File: config.mk
export PLATFORM = sky130hd
export DESIGN_NAME = hazard_control_unit
export DESIGN_NICKNAME = d
export VERILOG_FILES = /design/src/rtl/hazard_control_unit.sv
export SDC_FILE = /design/constraint.sdc
export NUM_CORES = 1
export LEC_CHECK = 0
export ABC_AREA = 1
export ABC_CLOCK_PERIOD_IN_PS = 2000
export BUFFER_PORTS_ARGS = -buffer_cell sky130_fd_sc_hd__buf_2
export CAP_MARGIN = 30
export CORE_MARGIN = 10
export CORE_UTILIZATION = 41
export DETAILED_ROUTE_END_ITERATION = 6
export PLACE_DENSITY = 0.63
export SYNTH_ARGS = -nofsm -noshare
export SYNTH_HDL_FRONTEND = slang
export SYNTH_SLANG_ARGS = --single-unit
File: constraint.sdc
create_clock -name clk -period 2 [get_ports clk]
set_clock_uncertainty 0.05 [all_clocks]
set_input_delay 0 -clock clk [delete_from_list [all_inputs] [get_ports clk]]
set_output_delay 0 -clock clk [all_outputs]
set_load 0.1 [all_outputs]
File: src/rtl/hazard_control_unit.sv
// rtl/hazard_control_unit.sv - pipeline stall/flush controller with hazard statistics
// Resolves load-use, taken-branch and data-memory-wait hazards for the 5-stage core.
module hazard_control_unit #(
  parameter int CNT_W   = 16,
  parameter int TIMEOUT = 64
) (
  input  logic             clk,
  input  logic             reset,
  input  logic [4:0]       if_id_rs1,
  input  logic [4:0]       if_id_rs2,
  input  logic             if_id_rs1_used,
  input  logic             if_id_rs2_used,
  input  logic [4:0]       id_ex_rd,
  input  logic             id_ex_mem_read,
  input  logic             branch_taken,
  input  logic             ex_mem_mem_req,
  input  logic             dmem_ack,
  output logic             pc_write,
  output logic             if_id_write,
  output logic             id_ex_write,
  output logic             ex_mem_write,
  output logic             if_id_flush,
  output logic             id_ex_flush,
  output logic             mem_wb_bubble,
  output logic [CNT_W-1:0] load_use_stalls,
  output logic [CNT_W-1:0] freeze_cycles,
  output logic [CNT_W-1:0] branch_flushes,
  output logic             mem_timeout
);

  localparam int WAIT_W = $clog2(TIMEOUT + 1);
  localparam logic [WAIT_W-1:0] WAIT_MAX = WAIT_W'(TIMEOUT);
  // The flag is registered, so it is armed one count early to land with the counter reaching TIMEOUT-1.
  localparam logic [WAIT_W-1:0] WAIT_SET = WAIT_W'(TIMEOUT - 2);

  typedef enum logic {RUN, MEM_WAIT} state_t;

  state_t            state;
  logic [WAIT_W-1:0] wait_cnt;
  logic              freeze;
  logic              load_use;

  assign freeze   = ex_mem_mem_req & ~dmem_ack;
  assign load_use = id_ex_mem_read & (id_ex_rd != 5'd0) &
                    ((if_id_rs1_used & (id_ex_rd == if_id_rs1)) |
                     (if_id_rs2_used & (id_ex_rd == if_id_rs2)));

  always_comb begin
    pc_write      = 1'b1;
    if_id_write   = 1'b1;
    id_ex_write   = 1'b1;
    ex_mem_write  = 1'b1;
    if_id_flush   = 1'b0;
    id_ex_flush   = 1'b0;
    mem_wb_bubble = 1'b0;
    if (reset) begin
      if_id_flush   = 1'b1;
      id_ex_flush   = 1'b1;
      mem_wb_bubble = 1'b1;
    end else if (freeze) begin
      pc_write      = 1'b0;
      if_id_write   = 1'b0;
      id_ex_write   = 1'b0;
      ex_mem_write  = 1'b0;
      mem_wb_bubble = 1'b1;
    end else if (branch_taken) begin
      if_id_flush = 1'b1;
      id_ex_flush = 1'b1;
    end else if (load_use) begin
      pc_write    = 1'b0;
      if_id_write = 1'b0;
      id_ex_flush = 1'b1;
    end
  end

  always_ff @(posedge clk) begin
    if (reset) begin
      state           <= RUN;
      wait_cnt        <= '0;
      mem_timeout     <= 1'b0;
      load_use_stalls <= '0;
      freeze_cycles   <= '0;
      branch_flushes  <= '0;
    end else begin
      case (state)
        RUN: begin
          wait_cnt <= '0;
          if (freeze) state <= MEM_WAIT;
        end
        MEM_WAIT: begin
          if (freeze) begin
            if (wait_cnt != WAIT_MAX) wait_cnt <= wait_cnt + WAIT_W'(1);
            if (wait_cnt >= WAIT_SET) mem_timeout <= 1'b1;
          end else begin
            state    <= RUN;
            wait_cnt <= '0;
          end
        end
      endcase

      if (freeze && (freeze_cycles != '1))
        freeze_cycles <= freeze_cycles + CNT_W'(1);
      if (!freeze && branch_taken && (branch_flushes != '1))
        branch_flushes <= branch_flushes + CNT_W'(1);
      if (!freeze && !branch_taken && load_use && (load_use_stalls != '1))
        load_use_stalls <= load_use_stalls + CNT_W'(1);
    end
  end

endmodule

==> results.cfg, run 1 <==
[floorplan]
boundaryPins = 79
effective_utilization_at_floorplan_pct = 41.84
dieWidth_um = 111.3
fp.dieArea_um2 = 12400
core_area_um2 = 8175
fp.dieH_um = 111.3
num_rows = 33

[cells_and_area]
layout-area-overhead-vs-synth_pct = 23.77
drive_above_1_share_pct = 29.62
final_net_count = 625
antenna_cells_inserted = 0
layout_common_cells = sky130_fd_sc_hd__nand2_1 (143), sky130_fd_sc_hd__buf_2 (75), sky130_fd_sc_hd__nor2_1 (61), sky130_fd_sc_hd__inv_1 (51), sky130_fd_sc_hd__a21oi_1 (35)
layout.cells.most_common = sky130_fd_sc_hd__nand2_1
filler_cell_count = 823

[clock_tree]
clock_latency_of_the_later_clocked_register_in_the_worst_skew_pair_ns = 0.34
max-clock-path-buffers = 2
clock_tree.root_cell = sky130_fd_sc_hd__clkbuf_8
clock_tree.htree_level_count = 3
postCtsResizedCells = 0
ctsHoldBuffers = 1
clk_pin_slew_ns = 0.07
clkSinkCount = 57
cts_buffer_count = 9
cts_tree = yes
cts_setup_buffers = 0

[critical_path]
path_cells = ha_1 -> nand3_2 -> nor3_2 -> nand3_1 -> nand2_2 -> buf_4 -> nor3_1 -> o21ai_0 -> nor2_1
startpoint_type = flip-flop
critical_path.max_stage_delay_ns = 0.36
timing.rr.end = branch_flushes[12]
worst-path-max-fanout = 12
crit_arrival_ns = 1.96
critPathTopFamily = simple AND/OR/NAND/NOR gates
reg2reg_depth = 9
critPathRequiredTime_ns = 2.18
r2r_start = branch_flushes[0]
crit_buf_inv = 1
rrSetupSlack_ns = 0.22
slowest_stage = sky130_fd_sc_hd__dfxtp_4
logic_depth_of_the_worst_path_buffers_included = 9
crit_end_category = flip-flop
path_class = flip-flop to flip-flop

[power]
pwr_density_cell_nw_per_um2 = 625.3
power.leakage_nw = 1.741
ir_drop_v = 0.0003771
design_power_total_mw = 2.648

[placed_design]
io_port_bufs = 78
detailed_place_hpwl_mm = 7.210
gp_congestion = 0.9089

[yosys]
synth_seq_area_share_pct = 33.36
number_of_synthesized_flops_with_an_enable_pin = 0
ys_types = 35
seq_cells_post_synth = 57
synth_area_per_inst_um2 = 6.642
synth_warnings = 0
synth.net_count = 544
synth.cell_area_um2 = 3421
async_reset_ff_share_pct = 0
cells_after_synthesis = 515
synth-main-ff-cell = sky130_fd_sc_hd__dfxtp_1

[global_route]
grt_first_pass_wirelength_mm = 15.81
globalRouteOverflowTotal = 0
grt_start_max_net_pins = 18
total_routing_resource_utilization_after_global_routing_pct = 14.91
number_of_global_route_vias_before_repair = 3309
antenna_found_initial = 0

[timing]
rsz0062_at_grt = no
maxSlewViolCount = 0
clock.fmax_ghz = 0.5623
finalWorstPathRequiredPeriod_ns = 1.779
slew_headroom_pct = 66.37
timing_worst_slew_pin_value_ns = 0.5079
final-setup-viol-count = 0
hold_slack_ns = 0.03776
min_period_over_period_pct = 88.93
final_hold_viol_count = 0

[detailed_routing]
drt_wl_total_mm = 9.271
drcViolationCount = 0
via_per_inst = 4.885
drt_first_pass_iters = 4
dr.first_iter.drc_count = 92
avgRoutedWirePerCell_um = 13.13
vias = 3449
antenna_left = 0

[outcome]
outcome = complete, no violations

[job]
maxCapViolCount = 0

[hold_path]
hold_end = state
worstHoldPathCells = 4
hp-class = input pin to flip-flop
origin_of_the_worst_min_delay_path = dmem_ack
-- where the power goes --
group / internal [mW] / switching (mW)
Sequential: 1.14 / 0.00870
Clock: 0.727 / 0.482
Combinational: 0.0722 / 0.218
Total: 1.94 / 0.709
-- state kept, by name, indices dropped and copies added (netlist names) --
signal,count
wait_cnt,7
mem_timeout,1
state,1
branch_flushes,16
freeze_cycles,16
load_use_stalls,16
-- cells in the mapped netlist, types with 6 or more instances --
cell type                    n  area, um2
sky130_fd_sc_hd__xor2_1     18      157.7
sky130_fd_sc_hd__inv_1      51      191.4
sky130_fd_sc_hd__o21ai_0    17      85.08
sky130_fd_sc_hd__inv_2       7      26.28
sky130_fd_sc_hd__nor2_1     61      229.0
sky130_fd_sc_hd__ha_1        6      75.07
sky130_fd_sc_hd__a21oi_2    10      87.58
sky130_fd_sc_hd__nand2_1   143      536.8
sky130_fd_sc_hd__xnor2_1     9      78.83
sky130_fd_sc_hd__nand2_2    13      81.33
sky130_fd_sc_hd__nand3_1    31      155.2
sky130_fd_sc_hd__clkbuf_1    6      22.52
sky130_fd_sc_hd__dfxtp_1    57       1141
sky130_fd_sc_hd__nor3_1     19      95.09
sky130_fd_sc_hd__a21oi_1    35      175.2
-- layer usage --
layer  vias to the layer above  GRT usage, %  share of wire (%)
li1                       1814             -                  -
met2                        68         24.93                 48
met5                         -             0                  0
met3                        10         3.811                5.1
met1                      1557         18.12                 45
met4                         0         5.141                1.4
-- metrics by stage --
step / setup WS [ns] / utilization (%) / std cells / instance area, um2 / setup TNS (ns)
floorplan: -0.009884 / - / 515 / 3493 / -0.009884
global placement: 0.2631 / 48.99 / 689 / 4005 / 0
detailed placement: 0.2347 / 48.99 / 689 / 4005 / 0
CTS: 0.1888 / 51.79 / 706 / 4234 / 0
global route: 0.03651 / 51.79 / 706 / 4234 / 0
finish: 0.2215 / 51.79 / 706 / 4234 / 0
-- worst max-delay path by stage --
stage                           start            endpoint
global placement     freeze_cycles[0]   freeze_cycles[11]
floorplan                       reset            pc_write
finish              branch_flushes[0]  branch_flushes[12]
detailed placement  branch_flushes[0]  branch_flushes[12]
global route        branch_flushes[0]  branch_flushes[12]
CTS                             reset            pc_write
-- cells by family after synthesis --
family                   after synthesis  synth area share [%]
adder cells (fa/ha/maj)                6                 2.195
buffers and inverters                 72                 9.071
AO/OA/AOI/OAI                         69                 11.78
flip-flops                            57                 33.36
AND/OR/NAND/NOR                      284                 36.69
XOR/XNOR                              27                 6.913
-- cell type report --
type                            instances  area (um2)  share of cell area (%)
Clock buffer                           10       137.6                   3.251
Clock inverter                          6       81.33                   1.921
Inverter                               58       217.7                   5.142
Multi-Input combinational cell        386        1977                   46.69
Sequential cell                        57        1206                   28.49
Tap cell                              105       131.4                   3.103
Timing Repair Buffer                   84       483.0                   11.41
-- worst min-delay path, stage by stage --
cell and delay (ns):
sky130_fd_sc_hd__buf_2 0.10, sky130_fd_sc_hd__nor2_2 0.06, sky130_fd_sc_hd__inv_1 0.11, sky130_fd_sc_hd__nor2_1 0.09
No activity file was read; power rests on OpenSTA's default activity.
==> run 2, diff against run 1 <==
BUFFER_PORTS_ARGS = default   (was -buffer_cell sky130_fd_sc_hd__buf_2)
CORE_ASPECT_RATIO = 0.6   (was default)
CORE_UTILIZATION = 40   (was 41)
DONT_BUFFER_PORTS = 1   (was default)
PLACE_DENSITY = 0.54   (was 0.63)
==> run 2 against run 1 <==
Net effect: final cell count is 2.3% lower; critical path depth stayed put; highest routed layer unchanged; critical endpoint is now load_use_stalls[2]; via count is 1.4% lower; worst setup slack worse by 0.049 ns; maximum frequency is 2.7% lower; global-route usage hardly changed; combinational power is 4% lower; core utilization is 0.26 points lower; sequential cell count stayed put; final area is 2.5% higher.
==> results.cfg, run 2 (synthesis gave the netlist of run 1 again) <==
[floorplan]
core_area_um2 = 8426
boundaryPins = 79
effective_utilization_at_floorplan_pct = 40.60
num_rows = 26
fp.dieArea_um2 = 12770
fp.dieH_um = 91.63
dieWidth_um = 139.4

[cells_and_area]
final_net_count = 602
layout_top_registers = branch_flushes: 16 flops, freeze_cycles: 16 flops, load_use_stalls: 16 flops
layout_common_cells = sky130_fd_sc_hd__nand2_1 (142), sky130_fd_sc_hd__nor2_1 (61), sky130_fd_sc_hd__buf_4 (57), sky130_fd_sc_hd__inv_1 (50), sky130_fd_sc_hd__a21oi_1 (35)
drive_above_1_share_pct = 27.16
antenna_cells_inserted = 0
filler_cell_count = 844
layout-area-overhead-vs-synth_pct = 26.92
layout.cells.most_common = sky130_fd_sc_hd__nand2_1

[timing]
hold_slack_ns = 0.06260
finalWorstPathRequiredPeriod_ns = 1.828
final_hold_viol_count = 0
min_period_over_period_pct = 91.40
clock.fmax_ghz = 0.5470
slew_headroom_pct = 52.25
timing_worst_slew_pin_value_ns = 0.7154
maxSlewViolCount = 0
rsz0062_at_grt = no
final-setup-viol-count = 0

[detailed_routing]
avgRoutedWirePerCell_um = 13.63
vias = 3402
drt_wl_total_mm = 9.402
drt_first_pass_iters = 5
dr.first_iter.drc_count = 236
via_per_inst = 4.930
drcViolationCount = 0
antenna_left = 0

[critical_path]
crit_arrival_ns = 1.98
rrSetupSlack_ns = 0.17
critPathRequiredTime_ns = 2.15
slowest_stage = sky130_fd_sc_hd__dfxtp_4
startpoint_type = flip-flop
logic_depth_of_the_worst_path_buffers_included = 9
path_cells = ha_1 -> nand2_2 -> nor3_4 -> nand3_1 -> o21ai_2 -> nor2_4 -> buf_4 -> nand2_1 -> a21oi_1
crit_buf_inv = 1
path_class = flip-flop to flip-flop
critical_path.max_stage_delay_ns = 0.34
timing.rr.end = load_use_stalls[2]
reg2reg_depth = 9
critPathTopFamily = simple AND/OR/NAND/NOR gates
worst-path-max-fanout = 15
crit_end_category = flip-flop
r2r_start = load_use_stalls[0]

[global_route]
grt_first_pass_wirelength_mm = 16.10
globalRouteOverflowTotal = 0
total_routing_resource_utilization_after_global_routing_pct = 14.94
grt_start_max_net_pins = 35
antenna_found_initial = 0
number_of_global_route_vias_before_repair = 3193

[power]
pwr_density_cell_nw_per_um2 = 666.7
power.leakage_nw = 1.681
design_power_total_mw = 2.894
ir_drop_v = 0.0004238

[outcome]
outcome = complete, no violations

[clock_tree]
cts_setup_buffers = 0
clock_latency_of_the_later_clocked_register_in_the_worst_skew_pair_ns = 0.32
clock_tree.htree_level_count = 3
cts_tree = yes
clk_pin_slew_ns = 0.05
max-clock-path-buffers = 2
clkSinkCount = 57
clock_tree.root_cell = sky130_fd_sc_hd__clkbuf_16
cts_buffer_count = 9

[hold_path]
hold_end = state
hp-class = input pin to flip-flop
worstHoldPathCells = 4
origin_of_the_worst_min_delay_path = ex_mem_mem_req

[placed_design]
io_port_bufs = 0
gp_congestion = 0.8792
detailed_place_hpwl_mm = 7.161

[job]
maxCapViolCount = 0
-- run 2: cell types whose count changed in the layout (fill, tap and decap cells not counted), moves of 2 or more --
cell,previous run,this run
sky130_fd_sc_hd__buf_2,75,0
sky130_fd_sc_hd__buf_4,5,57
sky130_fd_sc_hd__clkbuf_8,10,0
sky130_fd_sc_hd__clkbuf_16,0,9
sky130_fd_sc_hd__clkinv_2,1,4
sky130_fd_sc_hd__buf_12,3,1
-- run 2: worst reg2reg max path, cell delays in order (launching register included) --
cell and delay (ns):
sky130_fd_sc_hd__dfxtp_4 0.34, sky130_fd_sc_hd__ha_1 0.25, sky130_fd_sc_hd__nand2_2 0.10, sky130_fd_sc_hd__nor3_4 0.28, sky130_fd_sc_hd__nand3_1 0.12, sky130_fd_sc_hd__o21ai_2 0.17
sky130_fd_sc_hd__nor2_4 0.05, sky130_fd_sc_hd__buf_4 0.20, sky130_fd_sc_hd__nand2_1 0.08, sky130_fd_sc_hd__a21oi_1 0.05
-- run 2: layer usage --
layer	wire, um	track usage (%)
met1	4695	19.94
met5	0	0
met3	667	5.252
met4	76	4.152
met2	3962	22.18
-- run 2: final cells by class --
type                            count  area, um2  area share (%)
Multi-Input combinational cell    386       1996           45.97
Sequential cell                    57       1206           27.78
Timing Repair Buffer               61      495.5           11.41
Clock buffer                        9      225.2           5.187
Inverter                           58      217.7           5.014
Tap cell                          112      140.1           3.228
Clock inverter                      7      61.31           1.412
-- run 2: through the flow --
stage / instances / util, % / setup TNS [ns] / instance area (um2) / setup WS (ns)
finish: 690 / 51.53 / 0 / 4342 / 0.1720
global route: 690 / 51.53 / 0 / 4342 / 0.01739
floorplan: 515 / - / -0.009884 / 3493 / -0.009884
detailed placement: 671 / 47.56 / 0 / 4008 / 0.1730
global placement: 671 / 47.56 / 0 / 4008 / 0.1747
CTS: 690 / 51.44 / 0 / 4334 / 0.1558
-- run 2: power breakdown --
group | switching [mW] | leakage (nW) | total (mW) | internal (mW)
sequential | 0.00534 | 0.482 | 1.15 | 1.14
clock | 0.522 | 0.142 | 1.47 | 0.948
combinational | 0.215 | 1.06 | 0.278 | 0.0625
total | 0.742 | 1.68 | 2.89 | 2.15
-- run 2: how the worst max path moves through the flow --
stage	startpoint	endpoint	slack [ns]
finish	load_use_stalls[0]	load_use_stalls[2]	0.17
global route	load_use_stalls[0]	load_use_stalls[0]	0.02
CTS	load_use_stalls[0]	load_use_stalls[3]	0.16
detailed placement	load_use_stalls[0]	load_use_stalls[2]	0.17
global placement	freeze_cycles[0]	freeze_cycles[11]	0.17
floorplan	reset	pc_write	-0.01
-- run 2: what timing repair did --
item	4_1_cts	5_1_grt
hold endpoints to repair	36	0
gates resized for setup	0	2
endpoints found under the setup margin	0	5
hold buffers	3	0
==> run 3, diff against run 2 <==
ABC_AREA = default   (was 1)
CORE_MARGIN = default   (was 10)
==> run 3 against run 2 <==
Net effect: the flow now finishes with violations (design-rule violations, negative setup slack); die area down 41%; maximum frequency is 9.2% lower; via count shrank 25%.
==> results.cfg, run 3 <==
[outcome]
outcome = complete, but fails checks
failed_checks = design-rule violations, negative setup slack

[critical_path]
path_class = flip-flop to flip-flop
r2r_start = load_use_stalls[1]
rrSetupSlack_ns = -0.01
startpoint_type = flip-flop
crit_arrival_ns = 2.22
reg2reg_depth = 8
timing.rr.end = load_use_stalls[10]
critPathRequiredTime_ns = 2.21
worst-path-max-fanout = 6
crit_end_category = flip-flop

[cells_and_area]
area_occupied_by_registers_um2 = 1266
footprint_of_the_multi_input_gates_um2 = 1728
layout_top_registers = branch_flushes: 16 flops, freeze_cycles: 16 flops, load_use_stalls: 16 flops
fin_cells = 501
filler_cell_count = 616
antenna_cells_inserted = 0
drive_above_1_share_pct = 36.47
layout-area-overhead-vs-synth_pct = 39.82
finalInstanceArea_um2 = 3989
layout.cells.most_common = sky130_fd_sc_hd__buf_4
layout_common_cells = sky130_fd_sc_hd__buf_4 (66), sky130_fd_sc_hd__nor2_1 (61), sky130_fd_sc_hd__xnor2_1 (34), sky130_fd_sc_hd__dfxtp_4 (26), sky130_fd_sc_hd__dfxtp_2 (22)
final_net_count = 438

[yosys]
synthMostInstantiatedCell = sky130_fd_sc_hd__nor2_1
synth_seq_area_share_pct = 40.00
yosysTopAreaCellShare_pct = 40.00
synth_warnings = 0
synth-main-ff-cell = sky130_fd_sc_hd__dfxtp_1
synthTopCellsByArea = sky130_fd_sc_hd__dfxtp_1 (40%), sky130_fd_sc_hd__xnor2_1 (10%), sky130_fd_sc_hd__nor2_1 (8.2%)
synth_area_per_inst_um2 = 8.490
seq_cells_post_synth = 57
async_reset_ff_share_pct = 0
number_of_synthesized_flops_with_an_enable_pin = 0
ys_top_cells_by_count = sky130_fd_sc_hd__nor2_1 (62), sky130_fd_sc_hd__dfxtp_1 (57), sky130_fd_sc_hd__xnor2_1 (34)
synthDominantAreaCellType = sky130_fd_sc_hd__dfxtp_1
cells_after_synthesis = 336
synth.net_count = 365
ys_types = 38
synth.cell_area_um2 = 2853

[clock_tree]
clkSinkCount = 57
cts_tree = yes
clock_tree.htree_level_count = 3
max-clock-path-buffers = 2
clock_latency_of_the_later_clocked_register_in_the_worst_skew_pair_ns = 0.32
cts_buffer_count = 9
clock_tree.root_cell = sky130_fd_sc_hd__clkbuf_16
clk_pin_slew_ns = 0.05

[detailed_routing]
vias = 2562
drt_first_pass_iters = 6
avgRoutedWirePerCell_um = 14.18
dr.first_iter.drc_count = 146
antenna_left = 0
drt_wl_total_mm = 7.106
via_per_inst = 5.114
drcViolationCount = 8

[hold_path]
origin_of_the_worst_min_delay_path = id_ex_mem_read
worstHoldPathCells = 5
hp-class = input pin to flip-flop
hold_end = load_use_stalls[4]

[floorplan]
fp.dieH_um = 67.42
fp.dieArea_um2 = 7485
num_rows = 23
core_area_um2 = 6792
boundaryPins = 79
dieWidth_um = 111.0
effective_utilization_at_floorplan_pct = 42.00

[placed_design]
post-place-ws_ns = 0.02796
dpl-instance-area_um2 = 3582
placedCellCount = 476
gp_congestion = 0.7537
io_port_bufs = 0
detailed_place_hpwl_mm = 5.154

[timing]
final_hold_viol_count = 0
min_period_over_period_pct = 100.6
timing_worst_slew_pin_value_ns = 0.5450
fin_ws_ns = -0.01273
slew_headroom_pct = 63.97
hold_slack_ns = 0.02111
maxSlewViolCount = 0
rsz0062_at_grt = yes
finalWorstPathRequiredPeriod_ns = 2.013
final-setup-viol-count = 1
clock.fmax_ghz = 0.4968

[global_route]
grt_start_max_net_pins = 54
total_routing_resource_utilization_after_global_routing_pct = 19.47
grt_use_met2_pct = 29.01
number_of_global_route_vias_before_repair = 2261
grt_first_pass_wirelength_mm = 11.05
antenna_found_initial = 0
grt.met3_usage_pct = 8.348
grt_util_met1_pct = 25.63
grt-busiest-layer = met2
globalRouteOverflowTotal = 0

[power]
pwr_density_cell_nw_per_um2 = 700.2
ir_drop_v = 0.0004845
design_power_total_mw = 2.793
power.leakage_nw = 1.479

[job]
maxCapViolCount = 0
run 3: cell count changes in the layout (fill, tap and decap cells not counted), moves of 20 or more:
| cell | change |
|---|---|
| sky130_fd_sc_hd__nand2_1 | -122 |
| sky130_fd_sc_hd__a21oi_1 | -28 |
| sky130_fd_sc_hd__inv_1 | -44 |
| sky130_fd_sc_hd__dfxtp_4 | +20 |
| sky130_fd_sc_hd__xnor2_1 | +25 |
run 3: layout make-up:
type / count / area share (%)
clock buffer: 13 / 6.775
clock inverter: 3 / 0.3450
inverter: 7 / 0.6587
multi-input combinational: 263 / 43.32
sequential: 57 / 31.74
tap: 87 / 2.729
timing repair buffer: 71 / 14.43
run 3: repair_timing:
action	CTS	global route
hold endpoints to repair	50	0
hold buffers	3	0
gates resized for setup	1	5
setup endpoints to repair	1	8
pin swaps	0	7
setup buffers	0	6
run 3: metal layers:
metal,up-vias,wire length [um]
met1,1179,3636
li1,1322,-
met2,52,3003
met5,-,0
met3,9,389
met4,0,78
run 3: logic make-up after synthesis:
kind of cell    Yosys count  synth area share [%]
mux                       5                 1.798
buf+inv                  16                 2.412
flops                    57                 40.00
simple gates            175                 31.49
compound gates           28                 6.623
fa+ha+maj                 6                 2.632
xor+xnor                 49                 15.04
run 3: worst max-delay path, stage by stage, from the launching register on:
cell,delay [ns]
sky130_fd_sc_hd__dfxtp_4,0.35
sky130_fd_sc_hd__ha_4,0.16
sky130_fd_sc_hd__nand3_4,0.08
sky130_fd_sc_hd__nor4_4,0.05
sky130_fd_sc_hd__nor4_4,0.36
sky130_fd_sc_hd__buf_4,0.21
sky130_fd_sc_hd__nand3b_1,0.17
sky130_fd_sc_hd__or3_1,0.41
sky130_fd_sc_hd__a21oi_2,0.11
run 3: report_power, final:
| group | switching (mW) | leakage [nW] | total (mW) | internal [mW] |
|---|---|---|---|---|
| Sequential | 0.00659 | 0.492 | 1.12 | 1.12 |
| Combinational | 0.180 | 0.845 | 0.253 | 0.0733 |
| Clock | 0.490 | 0.143 | 1.42 | 0.928 |
| Total | 0.676 | 1.48 | 2.79 | 2.12 |
run 3: how the worst max path moves through the flow:
stage	from	to	slack, ns	cells past startpoint
6_report	load_use_stalls[1]	load_use_stalls[10]	-0.01	8
5_1_grt	load_use_stalls[0]	load_use_stalls[10]	-0.09	8
4_1_cts	load_use_stalls[0]	load_use_stalls[10]	0.03	7
3_5_place_dp	load_use_stalls[0]	load_use_stalls[13]	0.03	7
3_3_place_gp	load_use_stalls[0]	load_use_stalls[15]	0.12	7
2_1_floorplan	load_use_stalls[0]	load_use_stalls[15]	-0.03	7
run 3: through the flow:
step	utilization [%]	TNS (ns)
after floorplan	-	-0.04224
after global placement	52.75	0
after detailed placement	52.75	0
after CTS	57.59	0
after global routing	58.73	-0.1853
final	58.73	-0.01273
